$ cat src/rtl/tx_event_arbiter_if.sv
`default_nettype none
// ============================================================================
// Module      : tx_event_arbiter_if
// Description : Signal bundle for tx_event_arbiter. It carries the AXI-Stream
//               monitor taps, the shared four-phase event handshake and the
//               error/status outputs.
//               master : the arbiter side (drives ev_req/ev_id and status)
//               slave  : the environment side (drives taps, ev_ack, err_clr)
//               Ports:
//                 s_tvalid/s_tready/s_tlast [NUM_CH] - monitored stream taps
//                 ev_req, ev_id[ID_W], ev_ack        - four-phase event handshake
//                 pending[NUM_CH]                    - queued event per channel
//                 drop_cnt[CNT_W], drop_mask[NUM_CH] - dropped event status
//                 timeout_err, err_clr               - sticky timeout and clear
//               NUM_CH/ID_W/CNT_W must match the arbiter instance.
// Revision    : 1.0 - initial release
// ============================================================================
interface tx_event_arbiter_if #(
  parameter int NUM_CH = 4,
  parameter int ID_W   = 2,
  parameter int CNT_W  = 16
);
  logic [NUM_CH-1:0] s_tvalid;
  logic [NUM_CH-1:0] s_tready;
  logic [NUM_CH-1:0] s_tlast;
  logic              ev_req;
  logic [ID_W-1:0]   ev_id;
  logic              ev_ack;
  logic [NUM_CH-1:0] pending;
  logic [CNT_W-1:0]  drop_cnt;
  logic [NUM_CH-1:0] drop_mask;
  logic              timeout_err;
  logic              err_clr;

  modport master (
    input  s_tvalid, s_tready, s_tlast, ev_ack, err_clr,
    output ev_req, ev_id, pending, drop_cnt, drop_mask, timeout_err
  );

  modport slave (
    output s_tvalid, s_tready, s_tlast, ev_ack, err_clr,
    input  ev_req, ev_id, pending, drop_cnt, drop_mask, timeout_err
  );
endinterface
`default_nettype wire

$ cat src/rtl/tx_event_arbiter.sv
`default_nettype none
// ============================================================================
// Module      : tx_event_arbiter
// Description : Detects the first beat of every packet on NUM_CH monitored
//               AXI-Stream channels, queues one event per channel and reports
//               events round-robin over a single four-phase req/ack handshake
//               to a consumer in another clock domain. Keeps sticky status for
//               dropped events and for handshakes that time out.
//               Ports:
//                 clk  - sole clock
//                 rst  - synchronous, active-high reset
//                 bus  - tx_event_arbiter_if master modport (taps, handshake,
//                        pending flags, drop/timeout status, err_clr)
//               Parameters: NUM_CH (2..16), ID_W (>= clog2(NUM_CH)),
//               ACK_SYNC_STAGES (>= 2), TIMEOUT (0 disables), CNT_W.
// Revision    : 1.0 - initial release
// ============================================================================
module tx_event_arbiter #(
  parameter int NUM_CH          = 4,
  parameter int ID_W            = 2,
  parameter int ACK_SYNC_STAGES = 2,
  parameter int TIMEOUT         = 1024,
  parameter int CNT_W           = 16
) (
  input  logic                clk,
  input  logic                rst,
  tx_event_arbiter_if.master  bus
);

  // Timeout counter only needs to reach TIMEOUT-1.
  localparam int              TO_W      = (TIMEOUT > 1) ? $clog2(TIMEOUT) : 1;
  localparam logic [TO_W-1:0] C_TO_LAST = TO_W'((TIMEOUT > 0) ? TIMEOUT - 1 : 0);
  localparam logic [ID_W-1:0] C_RR_INIT = ID_W'(NUM_CH - 1);
  localparam logic [CNT_W-1:0] C_CNT_MAX = '1;

  typedef enum logic [1:0] {
    ST_IDLE = 2'd0,
    ST_REQ  = 2'd1,
    ST_REL  = 2'd2
  } state_t;

  state_t                     r_state;
  logic [NUM_CH-1:0]          r_in_pkt;
  logic [NUM_CH-1:0]          r_pending;
  logic [NUM_CH-1:0]          r_drop_mask;
  logic [CNT_W-1:0]           r_drop_cnt;
  logic [ACK_SYNC_STAGES-1:0] r_ack_sync;
  logic [ID_W-1:0]            r_rr_ptr;
  logic [ID_W-1:0]            r_ev_id;
  logic                       r_ev_req;
  logic [TO_W-1:0]            r_to_cnt;
  logic                       r_timeout_err;

  logic [NUM_CH-1:0]          w_beat;
  logic [NUM_CH-1:0]          w_sop;
  logic [NUM_CH-1:0]          w_pick;
  logic [NUM_CH-1:0]          w_grant;
  logic [NUM_CH-1:0]          w_drop;
  logic [ID_W-1:0]            w_sel;
  logic                       w_found;
  logic                       w_grant_en;
  logic                       w_ack_s;
  logic                       w_to_hit;

  assign w_beat  = bus.s_tvalid & bus.s_tready;
  assign w_sop   = w_beat & ~r_in_pkt;
  assign w_ack_s = r_ack_sync[ACK_SYNC_STAGES-1];

  // --------------------------------------------------------------------------
  // ev_ack comes from another clock domain; only the last stage is used.
  // --------------------------------------------------------------------------
  always_ff @(posedge clk) begin
    if (rst) begin
      r_ack_sync <= '0;
    end else begin
      r_ack_sync <= {r_ack_sync[ACK_SYNC_STAGES-2:0], bus.ev_ack};
    end
  end

  // --------------------------------------------------------------------------
  // Packet tracking: a beat without tlast opens a packet, a beat with tlast
  // closes it, so a single-beat packet leaves in_pkt at 0.
  // --------------------------------------------------------------------------
  always_ff @(posedge clk) begin
    if (rst) begin
      r_in_pkt <= '0;
    end else begin
      r_in_pkt <= (r_in_pkt & ~w_beat) | (w_beat & ~bus.s_tlast);
    end
  end

  // --------------------------------------------------------------------------
  // Round-robin search starting after rr_ptr. The first pass covers channels
  // above the pointer, the second pass wraps to channels at or below it.
  // --------------------------------------------------------------------------
  always_comb begin
    w_found = 1'b0;
    w_sel   = r_rr_ptr;
    w_pick  = '0;
    for (int i = 0; i < NUM_CH; i++) begin
      if (!w_found && r_pending[i] && (i > int'(r_rr_ptr))) begin
        w_found   = 1'b1;
        w_sel     = ID_W'(i);
        w_pick[i] = 1'b1;
      end
    end
    for (int i = 0; i < NUM_CH; i++) begin
      if (!w_found && r_pending[i] && (i <= int'(r_rr_ptr))) begin
        w_found   = 1'b1;
        w_sel     = ID_W'(i);
        w_pick[i] = 1'b1;
      end
    end
  end

  // A stale ack (still high from a previous handshake) blocks new grants.
  assign w_grant_en = (r_state == ST_IDLE) && w_found && !w_ack_s;
  assign w_grant    = w_grant_en ? w_pick : '0;

  // A sop on the channel being granted this cycle refills its slot instead
  // of counting as a drop.
  assign w_drop     = w_sop & r_pending & ~w_grant;
  assign w_to_hit   = (TIMEOUT != 0) && (r_to_cnt == C_TO_LAST);

  // --------------------------------------------------------------------------
  // Pending slots and drop status.
  // --------------------------------------------------------------------------
  always_ff @(posedge clk) begin
    if (rst) begin
      r_pending   <= '0;
      r_drop_cnt  <= '0;
      r_drop_mask <= '0;
    end else begin
      r_pending <= (r_pending & ~w_grant) | w_sop;
      if (bus.err_clr) begin
        // Drops coinciding with the clear survive it.
        r_drop_cnt  <= (|w_drop) ? CNT_W'(1) : '0;
        r_drop_mask <= w_drop;
      end else if (|w_drop) begin
        // At most one increment per cycle, however many channels drop.
        if (r_drop_cnt != C_CNT_MAX) begin
          r_drop_cnt <= r_drop_cnt + CNT_W'(1);
        end
        r_drop_mask <= r_drop_mask | w_drop;
      end
    end
  end

  // --------------------------------------------------------------------------
  // Handshake FSM with registered ev_req / ev_id.
  // --------------------------------------------------------------------------
  always_ff @(posedge clk) begin
    if (rst) begin
      r_state       <= ST_IDLE;
      r_ev_req      <= 1'b0;
      r_ev_id       <= '0;
      r_rr_ptr      <= C_RR_INIT;
      r_to_cnt      <= '0;
      r_timeout_err <= 1'b0;
    end else begin
      if (bus.err_clr) begin
        r_timeout_err <= 1'b0;
      end
      case (r_state)
        ST_IDLE: begin
          if (w_grant_en) begin
            r_ev_id  <= w_sel;
            r_rr_ptr <= w_sel;
            r_ev_req <= 1'b1;
            r_to_cnt <= '0;
            r_state  <= ST_REQ;
          end
        end
        ST_REQ: begin
          if (w_ack_s) begin
            r_ev_req <= 1'b0;
            r_state  <= ST_REL;
          end else if (w_to_hit) begin
            // The event is treated as consumed; there is no retry.
            r_ev_req      <= 1'b0;
            r_timeout_err <= 1'b1;
            r_state       <= ST_REL;
          end else begin
            r_to_cnt <= r_to_cnt + TO_W'(1);
          end
        end
        ST_REL: begin
          if (!w_ack_s) begin
            r_state <= ST_IDLE;
          end
        end
        default: begin
          r_ev_req <= 1'b0;
          r_state  <= ST_IDLE;
        end
      endcase
    end
  end

  assign bus.ev_req      = r_ev_req;
  assign bus.ev_id       = r_ev_id;
  assign bus.pending     = r_pending;
  assign bus.drop_cnt    = r_drop_cnt;
  assign bus.drop_mask   = r_drop_mask;
  assign bus.timeout_err = r_timeout_err;

endmodule
`default_nettype wire

$ cat src/flat_wrapper.sv
// flat-port wrapper written by rule: the top's interface ports become plain ports
module tx_event_arbiter_flat 
#(
  parameter int NUM_CH          = 4,
  parameter int ID_W            = 2,
  parameter int ACK_SYNC_STAGES = 2,
  parameter int TIMEOUT         = 1024,
  parameter int CNT_W           = 16
)
  (clk, rst, bus_s_tvalid, bus_s_tready, bus_s_tlast, bus_ev_ack, bus_err_clr, bus_ev_req, bus_ev_id, bus_pending, bus_drop_cnt, bus_drop_mask, bus_timeout_err);
  tx_event_arbiter_if #(.NUM_CH(NUM_CH), .ID_W(ID_W), .CNT_W(CNT_W)) bus_i ();
  input  logic clk;
  input  logic rst;
  input wire logic [$bits(bus_i.s_tvalid)-1:0] bus_s_tvalid;
  input wire logic [$bits(bus_i.s_tready)-1:0] bus_s_tready;
  input wire logic [$bits(bus_i.s_tlast)-1:0] bus_s_tlast;
  input wire logic [$bits(bus_i.ev_ack)-1:0] bus_ev_ack;
  input wire logic [$bits(bus_i.err_clr)-1:0] bus_err_clr;
  output wire logic [$bits(bus_i.ev_req)-1:0] bus_ev_req;
  output wire logic [$bits(bus_i.ev_id)-1:0] bus_ev_id;
  output wire logic [$bits(bus_i.pending)-1:0] bus_pending;
  output wire logic [$bits(bus_i.drop_cnt)-1:0] bus_drop_cnt;
  output wire logic [$bits(bus_i.drop_mask)-1:0] bus_drop_mask;
  output wire logic [$bits(bus_i.timeout_err)-1:0] bus_timeout_err;
  assign bus_i.s_tvalid = bus_s_tvalid;
  assign bus_i.s_tready = bus_s_tready;
  assign bus_i.s_tlast = bus_s_tlast;
  assign bus_i.ev_ack = bus_ev_ack;
  assign bus_i.err_clr = bus_err_clr;
  assign bus_ev_req = bus_i.ev_req;
  assign bus_ev_id = bus_i.ev_id;
  assign bus_pending = bus_i.pending;
  assign bus_drop_cnt = bus_i.drop_cnt;
  assign bus_drop_mask = bus_i.drop_mask;
  assign bus_timeout_err = bus_i.timeout_err;
  tx_event_arbiter #(.NUM_CH(NUM_CH), .ID_W(ID_W), .ACK_SYNC_STAGES(ACK_SYNC_STAGES), .TIMEOUT(TIMEOUT), .CNT_W(CNT_W)) u_core (.clk(clk), .rst(rst), .bus(bus_i));
endmodule
$ cat config.mk
export PLATFORM = sky130hd
export DESIGN_NAME = tx_event_arbiter_flat
export DESIGN_NICKNAME = d
export VERILOG_FILES = /design/src/rtl/tx_event_arbiter_if.sv /design/src/rtl/tx_event_arbiter.sv /design/src/flat_wrapper.sv
export SDC_FILE = /design/constraint.sdc
export NUM_CORES = 1
export LEC_CHECK = 0
export BUFFER_PORTS_ARGS = -buffer_cell sky130_fd_sc_hd__buf_2
export CORE_AREA = 8 8 74 76
export DETAILED_ROUTE_END_ITERATION = 7
export DIE_AREA = 0 0 82 84
export PLACE_DENSITY = 0.76
export RECOVER_POWER = 100
export SYNTH_ARGS = -nofsm -noshare
export SYNTH_HDL_FRONTEND = slang
export SYNTH_SLANG_ARGS = --single-unit
$ cat constraint.sdc
create_clock -name clk -period 2.6 [get_ports clk]
set_input_delay 0.52 -clock clk [delete_from_list [all_inputs] [get_ports clk]]
set_output_delay 0.52 -clock clk [all_outputs]
set_load 0.02 [all_outputs]
# Word level (Yosys, flattened, before mapping)
# Index checks and enable logic that the tools add are counted.
[op_classes] reduce_logical=31 addsub=2 n_lt_le_gt_ge=6 n_mux=44 bitwise_logic=15 eq_ne=9
[op_table] cell="$mux 16" n=3
[op_table] cell="$mux 10" n=3
[op_table] cell="$and 4x4->4" n=7
[op_table] cell="$mux 2" n=11
[op_table] cell="$mux 1" n=21
[op_table] cell="$pmux 10 s2" n=1
[op_table] cell="$add 16x1->16 const B" n=1
[op_table] cell="$ne 16x16->1 const B" n=1
[op_table] cell="$not 4->4" n=4
[op_table] cell="$logic_and 1x1->1" n=14
[op_table] cell="$mux 4" n=3
[op_table] cell="$or 4x4->4" n=3
[op_table] cell="$add 10x1->10 const B" n=1
[op_table] cell="$eq 10x10->1 const B" n=1
[op_table] cell="$logic_not 1->1" n=7
[op_table] cell="$ne 2x2->1 const B" n=3
[op_table] cell="$pmux 2 s3" n=1
[op_table] cell="$reduce_and 3->1" n=2
[op_table] cell="$reduce_bool 2->1" n=3
[op_table] cell="$gt 2x2->1 const A" n=2
[op_table] cell="$le 2x2->1 const A" n=2
[op_table] cell="$reduce_and 2->1" n=2
[op_table] cell="$reduce_and 4->1" n=1
[op_table] cell="$reduce_or 4->1" n=1
[op_table] cell="9 further kinds" n=9
[totals] input_bits=16 regBits=48 out_inout_bits=28

# Depth between registers and ports, before layout
[logic_depth] depth_word=34 ltp_mapped=9 mapped_depth_nobuf=7

# Least setup slack after synthesis
# Ideal clock, no wire load.
[synth_path] kind="flip-flop to flip-flop" startpoint="register u_core.r_pending[1], in the netlist u_core.bus.pending[1]" endpoint="register u_core.r_drop_cnt[12], in the netlist u_core.bus.drop_cnt[12]" t_required_ns=2.530 arrival_time_ns=1.966 stages_incl_launch_ff=9 n_path_buf=2 slack_ns=0.564 setup_ns=0.070 path_cell_list="dfxtp_1 -> buf_2 -> nand2b_1 -> o221ai_2 -> nand3_1 -> and4_4 -> buf_6 -> or4_1 -> a21oi_1"
[synth_via] elab_chain_len=33 word_cells_on_any_way=40
[synth_lines] element="from (decl)" line_no="tx_event_arbiter.sv:44" source="logic [NUM_CH-1:0] r_pending;"
[synth_lines] element="from (signal assigned)" line_no="tx_event_arbiter.sv:134" source="r_pending <= (r_pending & ~w_grant) | w_sop;"
[synth_lines] element="$logic_and 1x1->1" line_no="tx_event_arbiter.sv:101" source="if (!w_found && r_pending[i] && (i > int'(r_rr_ptr))) begin"
[synth_lines] element="$mux 1" line_no="tx_event_arbiter.sv:101"
[synth_lines] element="$logic_not 1->1" line_no="tx_event_arbiter.sv:101"
[synth_lines] element="$logic_and 1x1->1 (2 in a row)" line_no="tx_event_arbiter.sv:101"
[synth_lines] element="$mux 1" line_no="tx_event_arbiter.sv:101"
[synth_lines] element="$logic_not 1->1" line_no="tx_event_arbiter.sv:101"
[synth_lines] element="$logic_and 1x1->1 (2 in a row)" line_no="tx_event_arbiter.sv:101"
[synth_lines] element="$mux 1" line_no="tx_event_arbiter.sv:101"
[synth_lines] element="[14 not listed]"
[synth_lines] element="$mux 1" line_no="tx_event_arbiter.sv:108" source="if (!w_found && r_pending[i] && (i <= int'(r_rr_ptr))) begin"
[synth_lines] element="$logic_and 1x1->1 (2 in a row)" line_no="tx_event_arbiter.sv:117" source="assign w_grant_en = (r_state == ST_IDLE) && w_found && !w_ack_s;"
[synth_lines] element="$mux 4" line_no="tx_event_arbiter.sv:118" source="assign w_grant = w_grant_en ? w_pick : '0;"
[synth_lines] element="$not 4->4" line_no="tx_event_arbiter.sv:122" source="assign w_drop = w_sop & r_pending & ~w_grant;"
[synth_lines] element="$and 4x4->4 *" line_no="tx_event_arbiter.sv:122"
[synth_lines] element="$reduce_or 4->1 *" line_no="tx_event_arbiter.sv:139" source="end else if (|w_drop) begin"
[synth_lines] element="$reduce_bool 2->1 (no line) *"
[synth_lines] element="$reduce_and 2->1 (no line) *"
[synth_lines] element="to (signal assigned)" line_no="tx_event_arbiter.sv:137" source="r_drop_cnt <= (|w_drop) ? CNT_W'(1) : '0;"
[synth_lines] element="to (signal assigned)" line_no="tx_event_arbiter.sv:142" source="r_drop_cnt <= r_drop_cnt + CNT_W'(1);"
[synth_lines] element="to (decl)" line_no="tx_event_arbiter.sv:46" source="logic [CNT_W-1:0] r_drop_cnt;"
# Mark *: on every way between the ends. The rest lies on a longest branch, timed or not.
# A chain may end at the register's enable or synchronous reset.

# Worst setup path in the final report
[layout_path] startpoint="register u_core.r_state[1]" endpoint="register u_core.r_drop_cnt[0], in the netlist u_core.bus.drop_cnt[0]"
[layout_via] elab_chain_len=9 word_cells_on_any_way=11
[layout_lines] element="from (decl)" line_no="tx_event_arbiter.sv:42" source="state_t r_state;"
[layout_lines] element="from (signal assigned)" line_no="tx_event_arbiter.sv:154" source="r_state <= ST_IDLE;"
[layout_lines] element="from (signal assigned)" line_no="tx_event_arbiter.sv:171" source="r_state <= ST_REQ;"
[layout_lines] element="from (signal assigned)" line_no="tx_event_arbiter.sv:177" source="r_state <= ST_REL;"
[layout_lines] element="$logic_not 2->1 *" line_no="tx_event_arbiter.sv:117"
[layout_lines] element="$logic_and 1x1->1 * (2 in a row)" line_no="tx_event_arbiter.sv:117"
[layout_lines] element="$mux 4 *" line_no="tx_event_arbiter.sv:118"
[layout_lines] element="$not 4->4 *" line_no="tx_event_arbiter.sv:122"
[layout_lines] element="$and 4x4->4 *" line_no="tx_event_arbiter.sv:122"
[layout_lines] element="$reduce_or 4->1 *" line_no="tx_event_arbiter.sv:137, tx_event_arbiter.sv:139"
[layout_lines] element="$mux 1 or $reduce_bool 2->1 (tied branches)"
[layout_lines] element="$mux 16 or $reduce_and 2->1 (tied branches)"
# Marked as above.

==> impl_metrics.env <==
export IMPL_p_clk_share_pct=35.0
export IMPL_drv_slew=0
export IMPL_crit_end="u_core.bus.drop_cnt[0]"
export IMPL_fin_nets=335
export IMPL_viasPerCell=5.768
export IMPL_rrSetupSlack_ns=0.45
export IMPL_rows=24
export IMPL_grt_overflow=0
export IMPL_crit_type="flip-flop to flip-flop"
export IMPL_max_freq_mhz=465.4
export IMPL_rr_startpoint="u_core.r_state[1]"
export IMPL_status="complete, no violations"
export IMPL_async_flop_share_pct=0
export IMPL_ctsResizeCount=0
export IMPL_fp_dieH_um=84
export IMPL_critPathMaxFanout=32
export IMPL_finalHoldViolCount=0
export IMPL_clk_latency_ns=0.30
export IMPL_drt_total_wl_um=5017
export IMPL_drtIter0Drc=133
export IMPL_holdBufCountCts=0
export IMPL_irDropWorstVdd_mv=0.3756
export IMPL_dp_slack_ns=0.5151
export IMPL_yosysTopAreaCellShare_pct=41.85
export IMPL_rsz0062_at_grt="no"
export IMPL_yosys_area_top_type="dfxtp_1"
export IMPL_area_growth_synth_to_final_pct=11.93
export IMPL_ios=44
export IMPL_ys_warnings_count=0
export IMPL_drive_gt1_share_pct=9.434
export IMPL_ctsRootBufferMaster="clkbuf_8"
export IMPL_post_cts_setup_buffers=0
export IMPL_finalWorstSetupSlack_ns=0.4514
export IMPL_p_sw_uw=403.6
export IMPL_clkSinkCount=48
export IMPL_gp_congestion=0.9000
export IMPL_die_width_um=82
export IMPL_grt_usage_pct=15.09
export IMPL_maxSlewHeadroom_pct=25.44
export IMPL_antenna_found_initial=0
export IMPL_synth_most_common_cell="dfxtp_1"
export IMPL_ys_seq_area_share_pct=41.85
export IMPL_grt_pass1_wl_um=8569
export IMPL_synth_area_leaders="dfxtp_1 (42%), a21oi_1 (7.0%), nor2_1 (4.9%), nand2_1 (3.6%), o21ai_0 (3.5%)"
export IMPL_worstPathRequired_ns=2.74
export IMPL_firstDrtPassIters=4
export IMPL_hold_path_class="input pin to flip-flop"
export IMPL_rr_endpoint="u_core.bus.drop_cnt[0]"
export IMPL_core_um2=4264
export IMPL_synthDistinctLibCells=46
export IMPL_clk_path_buf_depth=2
export IMPL_synthesis_area_um2=2296
export IMPL_finalClockSkew_ns=0.007602
export IMPL_cts_max_level=2
export IMPL_portBuffers=43
export IMPL_syn_avg_cell_area_um2=8.113
export IMPL_setup_tns_final_ns=0
export IMPL_end_kind="flip-flop"
export IMPL_synth_common_cells="dfxtp_1 (48), a21oi_1 (32), nor2_1 (30)"
export IMPL_vias=2134
export IMPL_drc=0
export IMPL_synth_seq_cells=48
export IMPL_synth_edf_count=0
export IMPL_power_frac_seq_pct=52.3
export IMPL_start_kind="flip-flop"
export IMPL_wl_per_cell_um=13.56
export IMPL_leakage_uw=0.0008716
export IMPL_power_frac_comb_pct=12.7
export IMPL_cp_arrival_ns=2.29
export IMPL_antenna_cells=0
export IMPL_clkTransAtPathRegs_ns=0.09
export IMPL_syn_nets=301
export IMPL_tightest_slew_ns=1.118
export IMPL_ant_nets=0
export IMPL_swShare_pct=26.50
export IMPL_ys_dominant_reg_cell="dfxtp_1"
export IMPL_intPower_uw=1119
export IMPL_start_util_pct=53.84
export IMPL_fin_crit_sh_pct=82.64
export IMPL_netlist_instances=283
export IMPL_grt_max_degree=33
export IMPL_startpoint="u_core.r_state[1]"
export IMPL_first_global_vias=1974
export IMPL_timing_max_cap_violations=0
export IMPL_cts_tree="done"
export IMPL_r2r_cells=6
export IMPL_finalSetupViolCount=0
export IMPL_period_needed_ns=2.149
export IMPL_cts_made_buffers=5
export IMPL_power_density_nw_per_um2=592.6
export IMPL_dieArea_um2=6888
export IMPL_hpwl_um=3569
## cells by family after synthesis
group	count (synthesis)	share of synthesized area [%]
and+or+nand+nor	123	27.90
AOI/OAI and AO/OA	77	20.76
DFF	48	41.85
buffers and inverters	24	4.850
xor gates and xnor gates	7	2.670
muxes	2	0.8720
adders and majority gates	2	1.090
## worst min path at each step
stage	slack, ns	startpoint	cells after the start	to
final	0.40	bus_s_tlast[0]	2	flip-flop
after global routing	0.40	bus_s_tlast[0]	2	flip-flop
after CTS	0.40	bus_s_tlast[0]	2	flip-flop
after detailed placement	0.43	u_core.r_ack_sync[0]	1	u_core.r_ack_sync[1]
after global placement	0.42	u_core.r_ack_sync[0]	1	u_core.r_ack_sync[1]
after floorplan	0.41	u_core.r_ack_sync[0]	1	u_core.r_ack_sync[1]
## layer usage
metal,global-route usage (%),part of all wire [%]
met4,4.952,0.42
met3,4.957,5.1
met5,0,0
met1,17.97,48
met2,24.43,46
## placed cells by master, fill, tap and decap left out, drive strengths merged, types with 6 or more instances in the layout
cell type / instances
or4: 6
clkbuf: 35
nand3: 9
buf: 14
o31ai: 6
inv: 7
dfxtp: 48
nand2: 22
a21oi: 33
nor3: 14
or3: 11
nor2: 30
o21ai: 19
nand4: 13
## power groups by stage
stage	clock network [uW]	logic (uW)	registers, uW
after CTS	547	200	796
after global routing	572	219	802
after detailed placement	0	200	813
after global placement	0	195	813
after floorplan	0	146	816
final	533	193	797
## sequential cells by signal (all words and copies together), names as in the netlist, named ones only
name / cells
u_core.r_state: 2
u_core.bus.drop_cnt: 16
u_core.bus.pending: 4
u_core.bus.drop_mask: 4
u_core.bus.ev_id: 2
u_core.r_to_cnt: 10
u_core.bus.timeout_err: 1
u_core.bus.ev_req: 1
u_core.r_ack_sync: 2
u_core.r_rr_ptr: 2
## per-stage QoR
| stage | util, % | instance area, um^2 | total power (uW) | instances | hold WS [ns] |
|---|---|---|---|---|---|
| finish | 60.27 | 2570 | 1523 | 370 | 0.4010 |
| global route | 60.27 | 2570 | 1593 | 370 | 0.4021 |
| CTS | 61.21 | 2610 | 1544 | 370 | 0.3981 |
| detailed placement | 58.60 | 2499 | 1013 | 362 | 0.4282 |
| global placement | 58.60 | 2499 | 1008 | 362 | 0.4226 |
| floorplan | - | 2296 | 962.2 | 283 | 0.4138 |
## cell type report
type	count	area [um^2]
Clock buffer	5	68.82
Clock inverter	3	42.54
Fill cell	421	1694
Inverter	7	26.28
Multi-Input combinational cell	211	1224
Sequential cell	48	960.9
Tap cell	52	65.06
Timing Repair Buffer	44	182.7
## critical path, cell delays in order, from the launching register on
cell and delay, ns:
dfxtp_1 0.38, nor3_2 0.42, o21ai_0 0.18, o21ai_0 0.30
and4_4 0.46, o21bai_1 0.15, a21oi_1 0.07
(Power assumes the default switching activity.)
